## config.mk

```make
export PLATFORM = sky130hd
export DESIGN_NAME = gmii_rx_framer
export DESIGN_NICKNAME = d
export VERILOG_FILES = /design/src/rtl/gmii_rx_framer.sv
export SDC_FILE = /design/constraint.sdc
export NUM_CORES = 1
export LEC_CHECK = 0
export CELL_PAD_IN_SITES_DETAIL_PLACEMENT = 0
export CELL_PAD_IN_SITES_GLOBAL_PLACEMENT = 1
export CORE_UTILIZATION = 43
export DETAILED_ROUTE_END_ITERATION = 10
export DONT_BUFFER_PORTS = 1
export HOLD_SLACK_MARGIN = 0.06
export PLACE_DENSITY = 0.72
export SLEW_MARGIN = 10
export SYNTH_ARGS = -nofsm -noshare
export SYNTH_HDL_FRONTEND = slang
export SYNTH_SLANG_ARGS = --single-unit
```

## constraint.sdc

```tcl
create_clock -name clk -period 2 [get_ports clk]
set_clock_uncertainty 0.05 [all_clocks]
set_input_delay 0.2 -clock clk [delete_from_list [all_inputs] [get_ports clk]]
set_output_delay 0.2 -clock clk [all_outputs]
set_load 0.1 [all_outputs]
```

## src/rtl/gmii_rx_framer.sv

```systemverilog
// gmii_rx_framer
// Receive-side GMII framer in the mac_gmii_rx_clk domain. Removes preamble
// and SFD, assembles nibbles into bytes in 10/100 mode, and presents the frame
// bytes (DA..FCS) as a non-backpressurable AXI-Stream with tlast and a
// bad-frame flag in tuser. Per-frame byte count and preamble errors are
// reported alongside.
//
// Ports
//   clk, rst_n          receive clock, async active-low reset
//   gmii_rxd[7:0]       receive data ([3:0] only in 10/100 mode)
//   gmii_rx_dv          receive data valid
//   gmii_rx_er          receive error
//   speed[1:0]          00=10M, 01=100M, 1x=1000M (quasi-static)
//   m_axis_tdata[7:0]   frame byte
//   m_axis_tvalid       one-cycle beat strobe, no backpressure
//   m_axis_tlast        last byte of frame
//   m_axis_tuser        bad frame, only on the tlast beat
//   stat_frame_len[15:0] frame byte count, updated on the tlast beat
//   stat_bad_preamble   one-cycle pulse on a preamble/SFD error

module gmii_rx_framer #(
    parameter int unsigned MAX_LEN = 1522
) (
    input  logic        clk,
    input  logic        rst_n,
    input  logic [7:0]  gmii_rxd,
    input  logic        gmii_rx_dv,
    input  logic        gmii_rx_er,
    input  logic [1:0]  speed,
    output logic [7:0]  m_axis_tdata,
    output logic        m_axis_tvalid,
    output logic        m_axis_tlast,
    output logic        m_axis_tuser,
    output logic [15:0] stat_frame_len,
    output logic        stat_bad_preamble
);

    localparam int unsigned LEN_W   = 16;
    localparam int unsigned BYTE_W  = 8;
    localparam int unsigned NIB_W   = 4;
    localparam logic [LEN_W-1:0] MAX_LEN_C = LEN_W'(MAX_LEN);

    typedef enum logic [1:0] {
        S_DROP     = 2'd0,
        S_IDLE     = 2'd1,
        S_PREAMBLE = 2'd2,
        S_PAYLOAD  = 2'd3
    } state_e;

    state_e              state_q, state_d;
    logic                nib_q, nib_d;
    logic                phase_hi_q, phase_hi_d;
    logic [NIB_W-1:0]    lo_nib_q, lo_nib_d;
    logic [BYTE_W-1:0]   hold_q, hold_d;
    logic                hold_vld_q, hold_vld_d;
    logic                frame_err_q, frame_err_d;
    logic [LEN_W-1:0]    byte_cnt_q, byte_cnt_d;

    logic [BYTE_W-1:0]   tdata_q, tdata_d;
    logic                tvalid_q, tvalid_d;
    logic                tlast_q, tlast_d;
    logic                tuser_q, tuser_d;
    logic [LEN_W-1:0]    frame_len_q, frame_len_d;
    logic                bad_pre_q, bad_pre_d;

    logic                nib_now;
    logic                pre_keep;
    logic                pre_sfd;
    logic [BYTE_W-1:0]   new_byte;

    // 10M and 100M are identical at the GMII nibble level; only speed[1] matters.
    logic                unused_speed0;
    assign unused_speed0 = speed[0];

    // Mode is taken live while IDLE so the first symbol is decoded in the new mode.
    assign nib_now  = (state_q == S_IDLE) ? ~speed[1] : nib_q;
    assign pre_keep = nib_now ? (gmii_rxd[3:0] == 4'h5) : (gmii_rxd == 8'h55);
    assign pre_sfd  = nib_now ? (gmii_rxd[3:0] == 4'hD) : (gmii_rxd == 8'hD5);
    assign new_byte = nib_q ? {gmii_rxd[3:0], lo_nib_q} : gmii_rxd;

    // State and output registers.
    always_ff @(posedge clk or negedge rst_n) begin
        if (!rst_n) begin
            state_q     <= S_DROP;
            nib_q       <= 1'b0;
            phase_hi_q  <= 1'b0;
            lo_nib_q    <= '0;
            hold_q      <= '0;
            hold_vld_q  <= 1'b0;
            frame_err_q <= 1'b0;
            byte_cnt_q  <= '0;
            tdata_q     <= '0;
            tvalid_q    <= 1'b0;
            tlast_q     <= 1'b0;
            tuser_q     <= 1'b0;
            frame_len_q <= '0;
            bad_pre_q   <= 1'b0;
        end else begin
            state_q     <= state_d;
            nib_q       <= nib_d;
            phase_hi_q  <= phase_hi_d;
            lo_nib_q    <= lo_nib_d;
            hold_q      <= hold_d;
            hold_vld_q  <= hold_vld_d;
            frame_err_q <= frame_err_d;
            byte_cnt_q  <= byte_cnt_d;
            tdata_q     <= tdata_d;
            tvalid_q    <= tvalid_d;
            tlast_q     <= tlast_d;
            tuser_q     <= tuser_d;
            frame_len_q <= frame_len_d;
            bad_pre_q   <= bad_pre_d;
        end
    end

    // Next-state and next-output logic.
    always_comb begin
        state_d     = state_q;
        nib_d       = nib_q;
        phase_hi_d  = phase_hi_q;
        lo_nib_d    = lo_nib_q;
        hold_d      = hold_q;
        hold_vld_d  = hold_vld_q;
        frame_err_d = frame_err_q;
        byte_cnt_d  = byte_cnt_q;
        tdata_d     = '0;
        tvalid_d    = 1'b0;
        tlast_d     = 1'b0;
        tuser_d     = 1'b0;
        frame_len_d = frame_len_q;
        bad_pre_d   = 1'b0;

        case (state_q)
            // Discard the rest of any frame until the line goes quiet.
            S_DROP: begin
                if (!gmii_rx_dv) begin
                    state_d = S_IDLE;
                end
            end

            // IDLE decodes its first dv symbol exactly like a preamble symbol.
            S_IDLE, S_PREAMBLE: begin
                if (state_q == S_IDLE) begin
                    nib_d = ~speed[1];
                end
                if (!gmii_rx_dv) begin
                    if (state_q == S_PREAMBLE) begin
                        bad_pre_d = 1'b1;
                        state_d   = S_IDLE;
                    end
                end else if (gmii_rx_er || !(pre_keep || pre_sfd)) begin
                    bad_pre_d = 1'b1;
                    state_d   = S_DROP;
                end else if (pre_sfd) begin
                    state_d     = S_PAYLOAD;
                    phase_hi_d  = 1'b0;
                    hold_vld_d  = 1'b0;
                    frame_err_d = 1'b0;
                    byte_cnt_d  = '0;
                end else begin
                    state_d = S_PREAMBLE;
                end
            end

            // One byte is held back so its tlast can follow from the next dv sample.
            S_PAYLOAD: begin
                if (!gmii_rx_dv) begin
                    state_d = S_IDLE;
                    if (hold_vld_q) begin
                        tvalid_d    = 1'b1;
                        tdata_d     = hold_q;
                        tlast_d     = 1'b1;
                        tuser_d     = frame_err_q | (nib_q & phase_hi_q);
                        frame_len_d = byte_cnt_q;
                    end
                end else begin
                    if (gmii_rx_er) begin
                        frame_err_d = 1'b1;
                    end
                    if (nib_q && !phase_hi_q) begin
                        lo_nib_d   = gmii_rxd[3:0];
                        phase_hi_d = 1'b1;
                    end else begin
                        phase_hi_d = 1'b0;
                        if (byte_cnt_q == MAX_LEN_C) begin
                            // Byte MAX_LEN+1 just completed: close the frame as bad.
                            tvalid_d    = 1'b1;
                            tdata_d     = hold_q;
                            tlast_d     = 1'b1;
                            tuser_d     = 1'b1;
                            frame_len_d = MAX_LEN_C;
                            state_d     = S_DROP;
                        end else begin
                            tvalid_d   = hold_vld_q;
                            tdata_d    = hold_vld_q ? hold_q : 8'h00;
                            hold_d     = new_byte;
                            hold_vld_d = 1'b1;
                            byte_cnt_d = byte_cnt_q + 16'd1;
                        end
                    end
                end
            end

            default: begin
                state_d = S_DROP;
            end
        endcase
    end

    assign m_axis_tdata      = tdata_q;
    assign m_axis_tvalid     = tvalid_q;
    assign m_axis_tlast      = tlast_q;
    assign m_axis_tuser      = tuser_q;
    assign stat_frame_len    = frame_len_q;
    assign stat_bad_preamble = bad_pre_q;

endmodule

```

Word level (Yosys, flattened, before mapping) --
Cells that the tools add are included.
Word-level totals: logic and storage cells 115, latch bits 0, input port bits 14, bits in writable memories 0, ROM bits 0, memories 0, bits in registers 62, output and inout port bits 28
Cells by class: equal/unequal tests 21, bitwise logic cells 5, reduce and logical (&&, ||, !) cells 16, muxes and demuxes 58, add/subtract/negate cells 1, div/mod/pow operators 0, $mul 0, shifts and indexed selects 0, $lt $le $gt $ge 0
Operators by type and width (number):
- $mux 16 | 10
- $mux 8 | 6
- $pmux 16 s2 | 1
- $mux 1 | 30
- $ne 2x2->1 const B | 9
- $add 16x1->16 const B | 1
- $eq 16x11->1 const B | 1
- $mux 2 | 7
- $reduce_and 4->1 | 3
- $ne 3x3->1 const B | 3
- $eq 8x7->1 const B | 1
- $eq 8x8->1 const B | 1
- $reduce_and 7->1 | 1
- $pmux 1 s2 | 3
- $pmux 2 s3 | 1
- $reduce_and 6->1 | 1
- $reduce_and 5->1 | 1
- $eq 2x2->1 const B | 2
- $eq 4x3->1 const B | 1
- $eq 4x4->1 const B | 1
- $reduce_bool 2->1 | 2
- $not 1->1 | 3
- $reduce_and 3->1 | 1
- $eq 2x1->1 const B | 1
- 8 further kinds | 10

Longest topological paths before layout --
Gate-level depths: netlist of run 1.
depth after elaboration 9, depth in mapped cells 9, mapped depth without buffers 8

Least setup slack after synthesis of run 1 --
OpenSTA, ideal clock, no wires.
path type reg-to-reg, start point reg byte_cnt_q[0], end point reg state_q[1], data required time 1.825 ns, slack 0.070 ns, buffers on the path 0, cell stages (with the launch flop) 8, data arrival time 1.755 ns, path through dfrtp_1 -> inv_1 -> ha_1 -> nor4b_2 -> nand4_2 -> or3_4 -> nand2_4 -> mux2_4
Between the ends: longest elaborated chain between the ends 3
Ends and longest elaborated chain:
- start, declared | RTL line 57 | logic [LEN_W-1:0] byte_cnt_q, byte_cnt_d;
- start signal, assigned | RTL line 106 | byte_cnt_q <= byte_cnt_d;
- $eq 16x11->1 | RTL line 185 | if (byte_cnt_q == MAX_LEN_C) begin
- $ne 3x3->1 (no line)
- $reduce_and 4->1 (no line)
- end signal, assigned | RTL line 99 | state_q <= state_d;
- end, declared | RTL line 50 | state_e state_q, state_d;
Every way passes these cells. A chain may end at the register's enable or synchronous reset.

Final worst setup path of run 1 --
start point reg byte_cnt_q[12], end point reg state_q[1]
The elaborated chain is that of the path after synthesis.

==> flow_summary.yaml, run 1 <==
grt:
  grt_pass1_wl_mm: 12.8
  antenna_found_initial: 0
  grt_pass1_vias: 2521
  gr-total-overflow: 0
  grt_max_degree: 63
  grt_usage: 0.230
logic_synthesis:
  postSynthAreaPerCell_sq_um: 10.8
  synthTopCellsByArea: "dfrtp_1, o21ai_0, nand2_1"
  synthDominantCellAreaShare: 0.503
  syn-num-nets: 307
  ys_ff_latch: 62
  yosysSeqAreaShare: 0.503
  ys_types: 56
  yosys_warnings: 0
  synthArstFlopShare: 1.00
  synth_cells: 286
  synth_ff_type: "dfrtp_1"
  yosysTopAreaCell: "dfrtp_1"
  netlist_area_sq_um: 3080
  synth_edf_count: 0
finish:
  fillCellCount: 596
  nNetsFinal: 374
  drive_gt1_frac: 0.341
  antenna_cells: 0
  finalInstanceArea_sq_um: 4080
  area_growth_pct: 32.4
floorplanning:
  io_pins: 42
  rows: 30
  die-height_um: 86.7
  coreArea_sq_um: 6870
  die_x_um: 86.7
  dieArea_sq_um: 7510
  start_util: 0.449
place:
  place_congestion: 0.873
  place_hpwl_mm: 5.35
  pre_cts_ws_ps: -52.9
  dpl_cell_area_sq_um: 3570
  port_buffers: 0
worst_setup_path:
  cp_slowest_cell: "or3_4"
  cp_num_buf_inv: 0
  cp.arrival_ps: 2110
  crit_path_end_kind: "flip-flop"
  critical-path-top-delay-family: "simple AND/OR/NAND/NOR gates"
  worstRegToRegCells: 5
  cp.required_ps: 2180
  crit_cells: 5
  worstSetupPathType: "flip-flop to flip-flop"
  cp_max_fo: 3
  crit_path_start_kind: "flip-flop"
  cp_cell_sequence: "nor4_4 > nand4_2 > or3_4 > nand2_4 > mux2_4"
  max_stage_delay_ps: 440
clock_tree:
  ctsRootBufferMaster: "clkbuf_8"
  clock_path_buffers: 2
  path_clk_slew_ps: 70
  cts_tree: "yes"
  cts_sinks: 62
  cts_made_buffers: 9
  clk_latency_ps: 350
  cts.htree.levels: 3
worst_hold_path:
  whs_path_depth: 2
  hp-class: "input port to flip-flop"
drt:
  drc: 0
  drt-pass1-iter-count: 4
  wl_mm: 7.79
  ant_nets: 0
  dr_total_vias: 2491
  wl_per_cell_um: 17.2
  via_per_inst: 5.49
  drtIter0Drc: 144
sta:
  rsz0062_at_grt: "true"
  post-route-min-period_ps: 1920
  setup_tns_ps: 0
  fmax_mhz: 520
  fin_crit_sh: 0.962
  relSlewSlack: 0.676
  setup_violations: 0
  tightestPinTransition_ps: 485
  slew_viol_final: 0
  setup_ws_ps: 75.9
  hold_viol: 0
pwr:
  p_leak_nw: 1.93
  powerDensity_nw_per_um2: 950
  peakVddDrop_mv: 0.827
status:
  status: "completed"
run:
  drv_cap: 0
==> synthesized netlist by cell type, types with 4 or more instances <==
master   count
mux2i_1      8
dfrtp_1     62
a31oi_1     14
nor3_1       4
nand2_1     25
nand3_1     11
ha_1         7
a22o_1       9
nor2_1      11
o22a_1       9
mux2_2       4
and2_1      11
o21ai_0     19
inv_1        8
buf_2       13
nand4_1      4
o31ai_1      9
==> power by group <==
part / leakage [nW] / total, mW / internal (mW) / switching (mW)
logic: 0.961 / 1.17 / 0.514 / 0.659
registers: 0.857 / 1.43 / 1.35 / 0.0857
clock network: 0.111 / 1.27 / 0.718 / 0.551
==> flip-flops by register name, indices dropped and copies added (netlist names) <==
register           cells
byte_cnt_q            16
phase_hi_q             1
lo_nib_q               4
stat_bad_preamble      1
hold_q                 8
state_q                2
stat_frame_len        16
frame_err_q            1
m_axis_tuser           1
hold_vld_q             1
m_axis_tvalid          1
m_axis_tlast           1
nib_q                  1
m_axis_tdata           8
==> worst paths after layout <==
path	from	end	slack (ps)
min in group asynchronous	rst_n	byte_cnt_q[2]	390
setup reg to reg	byte_cnt_q[12]	state_q[1]	80
hold reg to reg	hold_q[7]	hold_q[7]	420
setup / recovery	byte_cnt_q[12]	state_q[1]	80
hold / removal	gmii_rxd[1]	hold_q[5]	70
max in group asynchronous	rst_n	byte_cnt_q[5]	1240
==> per-layer routing <==
metal,vias to the layer above,part of all wire,GRT usage
li1,1209,-,-
met1,1215,0.49,0.321
met2,53,0.46,0.351
met3,14,0.036,0.0438
met4,0,0.020,0.0985
met5,-,0,0
==> repair_timing <==
action | in CTS | in global routing
pin swaps | 1 | 6
buffers inserted | 2 | 0
endpoints found under the setup margin | 12 | 40
hold buffers | 11 | 0
gates resized for setup | 16 | 20
endpoints found under the hold margin | 76 | 0
==> stage by stage <==
stage	total power, mW	std cells	utilization	hold WS [ps]
6_report	3.88	454	0.594	70.4
3_5_place_dp	2.40	425	0.520	-144
4_1_cts	3.84	454	0.584	61.4
5_1_grt	4.06	454	0.594	95.6
2_1_floorplan	2.05	286	-	-146
3_3_place_gp	2.39	425	0.520	-144
==> final cells by class <==
type | instances | area [sq um] | area share
Sequential cell | 62 | 1550 | 0.380
Multi-Input combinational cell | 197 | 1530 | 0.375
Timing Repair Buffer | 74 | 616 | 0.151
Clock buffer | 9 | 124 | 0.0304
Tap cell | 96 | 120 | 0.0294
Clock inverter | 7 | 103 | 0.0252
Inverter | 9 | 36.3 | 0.00890
==> layout by cell type (no fill, tap or decap), types with 6 or more instances in the layout <==
cell and instances:
dfrtp_1 62, buf_4 59, nand2_1 23, o21ai_0 18
a31oi_1 14, nand3_1 11, dlygate4sd3_1 10, and2_1 9
a22o_1 9, o22a_1 9, clkbuf_8 9, nor2_1 8
mux2i_1 8, o31ai_1 6
==> kinds of logic after synthesis <==
| logic type | Yosys count | share of synthesized area |
|---|---|---|
| adders and majority gates | 7 | 0.0284 |
| DFF | 62 | 0.503 |
| and+or+nand+nor | 89 | 0.170 |
| AOI/OAI and AO/OA | 88 | 0.214 |
| buffers and inverters | 27 | 0.0394 |
| muxes | 13 | 0.0455 |
(Power assumes the default switching activity.)
==> run 2: changes to the inputs <==
SETUP_SLACK_MARGIN = 0.4   (was default)
==> run 2 against run 1 <==
The run now ends with negative hold slack left; setup slack worse by 11 ps; clock power is 6% higher; global-route usage is 1.2 points higher; first-iteration DRC count is 31% higher; sequential share of layout area is 2.8 points lower; critical endpoint unchanged; highest routed layer unchanged.
==> flow_summary.yaml, run 2 (same netlist as run 1, synthesis figures left out) <==
sta:
  setup_ws_ps: 64.9
  rsz0062_at_grt: "true"
  fin_crit_sh: 0.968
  timing.hold.ws_ps: -522
  fmax_mhz: 517
  setup_tns_ps: 0
  relSlewSlack: 0.727
  setup_violations: 0
  tightestPinTransition_ps: 407
  slew_viol_final: 0
  post-route-min-period_ps: 1940
  hold_viol: 62
worst_setup_path:
  cp.required_ps: 2200
  crit_path_start_kind: "flip-flop"
  worstSetupPathType: "flip-flop to flip-flop"
  cp.arrival_ps: 2130
  worstRegToRegCells: 7
  crit_path_end_kind: "flip-flop"
  cp_max_fo: 4
clock_tree:
  clk_latency_ps: 360
  cts.htree.levels: 3
  cts_sinks: 62
  cts_tree: "yes"
  ctsRootBufferMaster: "clkbuf_8"
  clock_path_buffers: 2
  cts_made_buffers: 9
  path_clk_slew_ps: 80
  hold_buffers: 11
drt:
  wl_mm: 8.55
  wl_per_cell_um: 18.4
  ant_nets: 0
  drtIter0Drc: 189
  drt-pass1-iter-count: 4
  drc: 0
  via_per_inst: 5.67
  dr_total_vias: 2632
finish:
  drive_gt1_frac: 0.427
  antenna_cells: 0
  area_growth_pct: 43.6
  final_cell_mix: "buf_4, dfrtp_1, nand2_1, o21ai_0, a31oi_1"
  layout_commonest_cell: "buf_4"
  nNetsFinal: 384
  fillCellCount: 552
place:
  place_congestion: 0.860
  pre_cts_ws_ps: 32.5
  place_hpwl_mm: 5.30
  port_buffers: 0
status:
  violations: "negative hold slack"
  status: "finished with violations"
run:
  drv_cap: 0
floorplanning:
  die-height_um: 86.7
  start_util: 0.449
  die_x_um: 86.7
  io_pins: 42
  coreArea_sq_um: 6870
  rows: 30
  dieArea_sq_um: 7510
pwr:
  powerDensity_nw_per_um2: 941
  p_leak_nw: 2.03
  peakVddDrop_mv: 0.460
grt:
  grt_max_degree: 63
  gr-total-overflow: 0
  grt_pass1_wl_mm: 13.4
  grt_usage: 0.242
  antenna_found_initial: 0
  grt_pass1_vias: 2507
worst_hold_path:
  hp-class: "input port to asynchronous set/reset pin"
-- run 2: power by group --
group	total [mW]	internal [mW]	leakage [nW]	switching, mW
clock network	1.34	0.820	0.119	0.520
logic	1.37	0.628	1.06	0.741
registers	1.46	1.35	0.850	0.105
-- run 2: final timing paths --
| kind | startpoint | end | slack, ps |
|---|---|---|---|
| hold / removal | rst_n | hold_q[6] | -520 |
| setup reg to reg | byte_cnt_q[0] | state_q[1] | 60 |
| min in group clk | gmii_rx_dv | stat_bad_preamble | 70 |
| max in group asynchronous | rst_n | byte_cnt_q[5] | 2310 |
| hold reg to reg | hold_q[3] | m_axis_tdata[3] | 430 |
| setup / recovery | byte_cnt_q[0] | state_q[1] | 60 |
-- run 2: critical path, cell delays in order, from the launching register on --
cell	delay [ps]
dfrtp_1	390
inv_2	90
ha_4	130
nor4b_4	240
nand4_4	170
or3_4	380
nand2_4	80
mux2_4	290
-- run 2: routing by layer --
metal | global-route usage | up-vias | share of wire | wire [um]
met5 | 0 | - | 0 | 0
met3 | 0.0676 | 15 | 0.048 | 410
met4 | 0.0773 | 0 | 0.016 | 135
met1 | 0.323 | 1322 | 0.45 | 3850
met2 | 0.382 | 64 | 0.49 | 4150
li1 | - | 1231 | - | -
-- run 2: per-stage QoR --
stage / power [mW] / cells / hold slack (ps) / util / area, sq um
after CTS: 4.00 / 458 / -524 / 0.616 / 4230
after floorplan: 2.18 / 286 / -146 / - / 3180
after detailed placement: 2.46 / 423 / -144 / 0.530 / 3640
after global placement: 2.44 / 423 / -144 / 0.530 / 3640
final: 4.17 / 464 / -522 / 0.644 / 4430
after global routing: 4.33 / 464 / -532 / 0.644 / 4430
-- run 2: what timing repair did --
action,CTS,global route
hold endpoints to repair,77,62
buffers inserted,5,6
resized for setup,42,30
cloned,3,0
pin swaps,16,13
setup endpoints to repair,58,58
-- run 2: area by class of cell --
class	instances	area, sq um	share of cell area
well taps	96	120	0.0271
clock buffers	9	124	0.0280
clock inverters	7	113	0.0254
inverters	9	41.3	0.00933
flip-flops and latches	62	1560	0.352
repair buffers	83	701	0.158
multi-input cells	198	1770	0.400
==> run 3: changes to the inputs <==
CORE_UTILIZATION = 40   (was 43)
CTS_BUF_LIST = sky130_fd_sc_hd__clkbuf_4 sky130_fd_sc_hd__clkbuf_8   (was default)
GPL_TIMING_DRIVEN = 0   (was default)
PLACE_DENSITY = 0.68   (was 0.72)
==> run 3 against run 2 <==
Combinational power is 4% lower; critical path depth is 1 higher; core utilization is 5.5 points lower; setup slack worse by 25 ps; the flow still finishes with violations (negative hold slack); critical endpoint is now byte_cnt_q[7]; routed wire length is 1.8% higher; sequential power hardly changed.
==> flow_summary.yaml, run 3 (same netlist as run 1, synthesis figures left out) <==
status:
  status: "finished with violations"
  violations: "negative hold slack"
finish:
  nNetsFinal: 366
  antenna_cells: 0
  layout_commonest_cell: "dfrtp_1"
  final_cell_mix: "dfrtp_1, buf_4, nand2_1, buf_6, a31oi_1"
  area_growth_pct: 40.1
  drive_gt1_frac: 0.431
  fin_util: 0.589
  fillCellCount: 597
  finalInstanceArea_sq_um: 4320
worst_setup_path:
  cp_num_buf_inv: 2
  worstSetupPathType: "flip-flop to flip-flop"
  max_stage_delay_ps: 410
  cp.arrival_ps: 2200
  critical-path-top-delay-family: "compound AO/OA/AOI/OAI gates"
  cp_slowest_cell: "dfrtp_1"
  crit_path_end_kind: "flip-flop"
  crit_path_start_kind: "flip-flop"
  cp_max_fo: 4
  cp_cell_sequence: "inv_2 > ha_4 > and2_4 > o31ai_4 > buf_4 > o22ai_2 > o41ai_2 > a21o_1"
  cp.required_ps: 2240
grt:
  grt_max_degree: 63
  antenna_found_initial: 0
  grt_pass1_wl_mm: 13.5
  grt_usage: 0.215
  gr-total-overflow: 0
  grt_pass1_vias: 2500
sta:
  timing.hold.ws_ps: -511
  rsz0062_at_grt: "true"
  fmax_mhz: 510
  fin_crit_sh: 0.980
  post-route-min-period_ps: 1960
  hold_viol: 62
  relSlewSlack: 0.396
  setup_violations: 0
  slew_viol_final: 0
  tightestPinTransition_ps: 905
pwr:
  powerDensity_nw_per_um2: 967
  p_leak_nw: 1.97
  power_mw: 4.17
  peakVddDrop_mv: 0.502
floorplanning:
  coreArea_sq_um: 7330
  die-height_um: 89.8
  rows: 31
  io_pins: 42
  start_util: 0.420
  dieArea_sq_um: 8060
  die_x_um: 89.8
run:
  drv_cap: 0
clock_tree:
  ctsRootBufferMaster: "clkbuf_8"
  cts_tree: "yes"
  clock_path_buffers: 2
  clk_latency_ps: 350
  path_clk_slew_ps: 80
  cts_sinks: 62
  cts_made_buffers: 9
  cts.htree.levels: 3
place:
  place_hpwl_mm: 5.09
  place_congestion: 0.856
  port_buffers: 0
  dpl_cell_area_sq_um: 3300
drt:
  wl_mm: 8.70
  drtIter0Drc: 158
  dr_total_vias: 2553
  drt-pass1-iter-count: 4
  ant_nets: 0
  drc: 0
  wl_per_cell_um: 19.4
  via_per_inst: 5.69
worst_hold_path:
  hp-class: "input port to asynchronous set/reset pin"
-- run 3: repair_timing --
item	4_1_cts	5_1_grt
setup endpoints to repair	60	60
pin swaps	15	28
gates resized for setup	42	69
hold endpoints to repair	73	63
gates cloned	2	2
buffers inserted	21	13
hold buffers	8	2
-- run 3: final timing paths --
kind | start | end | slack, ps | cells after the start
hold reg to reg | lo_nib_q[3] | lo_nib_q[3] | 440 | 2
setup reg to reg | state_q[1] | byte_cnt_q[7] | 40 | 8
max in group asynchronous | rst_n | byte_cnt_q[1] | 2300 | 0
setup / recovery | state_q[1] | byte_cnt_q[7] | 40 | 8
hold / removal | rst_n | byte_cnt_q[12] | -510 | 0
min in group clk | gmii_rxd[3] | lo_nib_q[3] | 70 | 2
-- run 3: power breakdown --
part	internal (mW)	switching (mW)
Combinational	0.584	0.721
Sequential	1.35	0.129
Clock	0.859	0.531
-- run 3: stage by stage --
step,setup TNS [ps],std cells,worst slack [ps]
after floorplan,0,286,139
after global placement,-2060,385,-205
after detailed placement,-2570,385,-238
after CTS,0,432,53.6
after global routing,-63.3,449,-23.6
final,0,449,40.3
-- run 3: worst reg2reg max path, stage by stage, from the launching register on --
cell and delay, ps:
dfrtp_1 410, inv_2 90, ha_4 180, and2_4 150
o31ai_4 240, buf_4 170, o22ai_2 140, o41ai_2 340
a21o_1 120
-- run 3: metal layers --
layer	vias to the layer above	track usage	part of all wire
met1	1267	0.300	0.46
met2	73	0.326	0.47
li1	1198	-	-
met4	0	0.0902	0.017
met5	-	0	0
met3	15	0.0423	0.052
-- run 3: cell type report --
class | instances | area (sq um) | share of cell area
buffer | 18 | 141 | 0.0327
multi-input combinational | 198 | 1780 | 0.412
inverter | 9 | 50.0 | 0.0116
timing repair buffer | 47 | 419 | 0.0971
tap | 99 | 124 | 0.0287
clock buffer | 10 | 138 | 0.0319
sequential | 62 | 1560 | 0.361
clock inverter | 6 | 109 | 0.0252
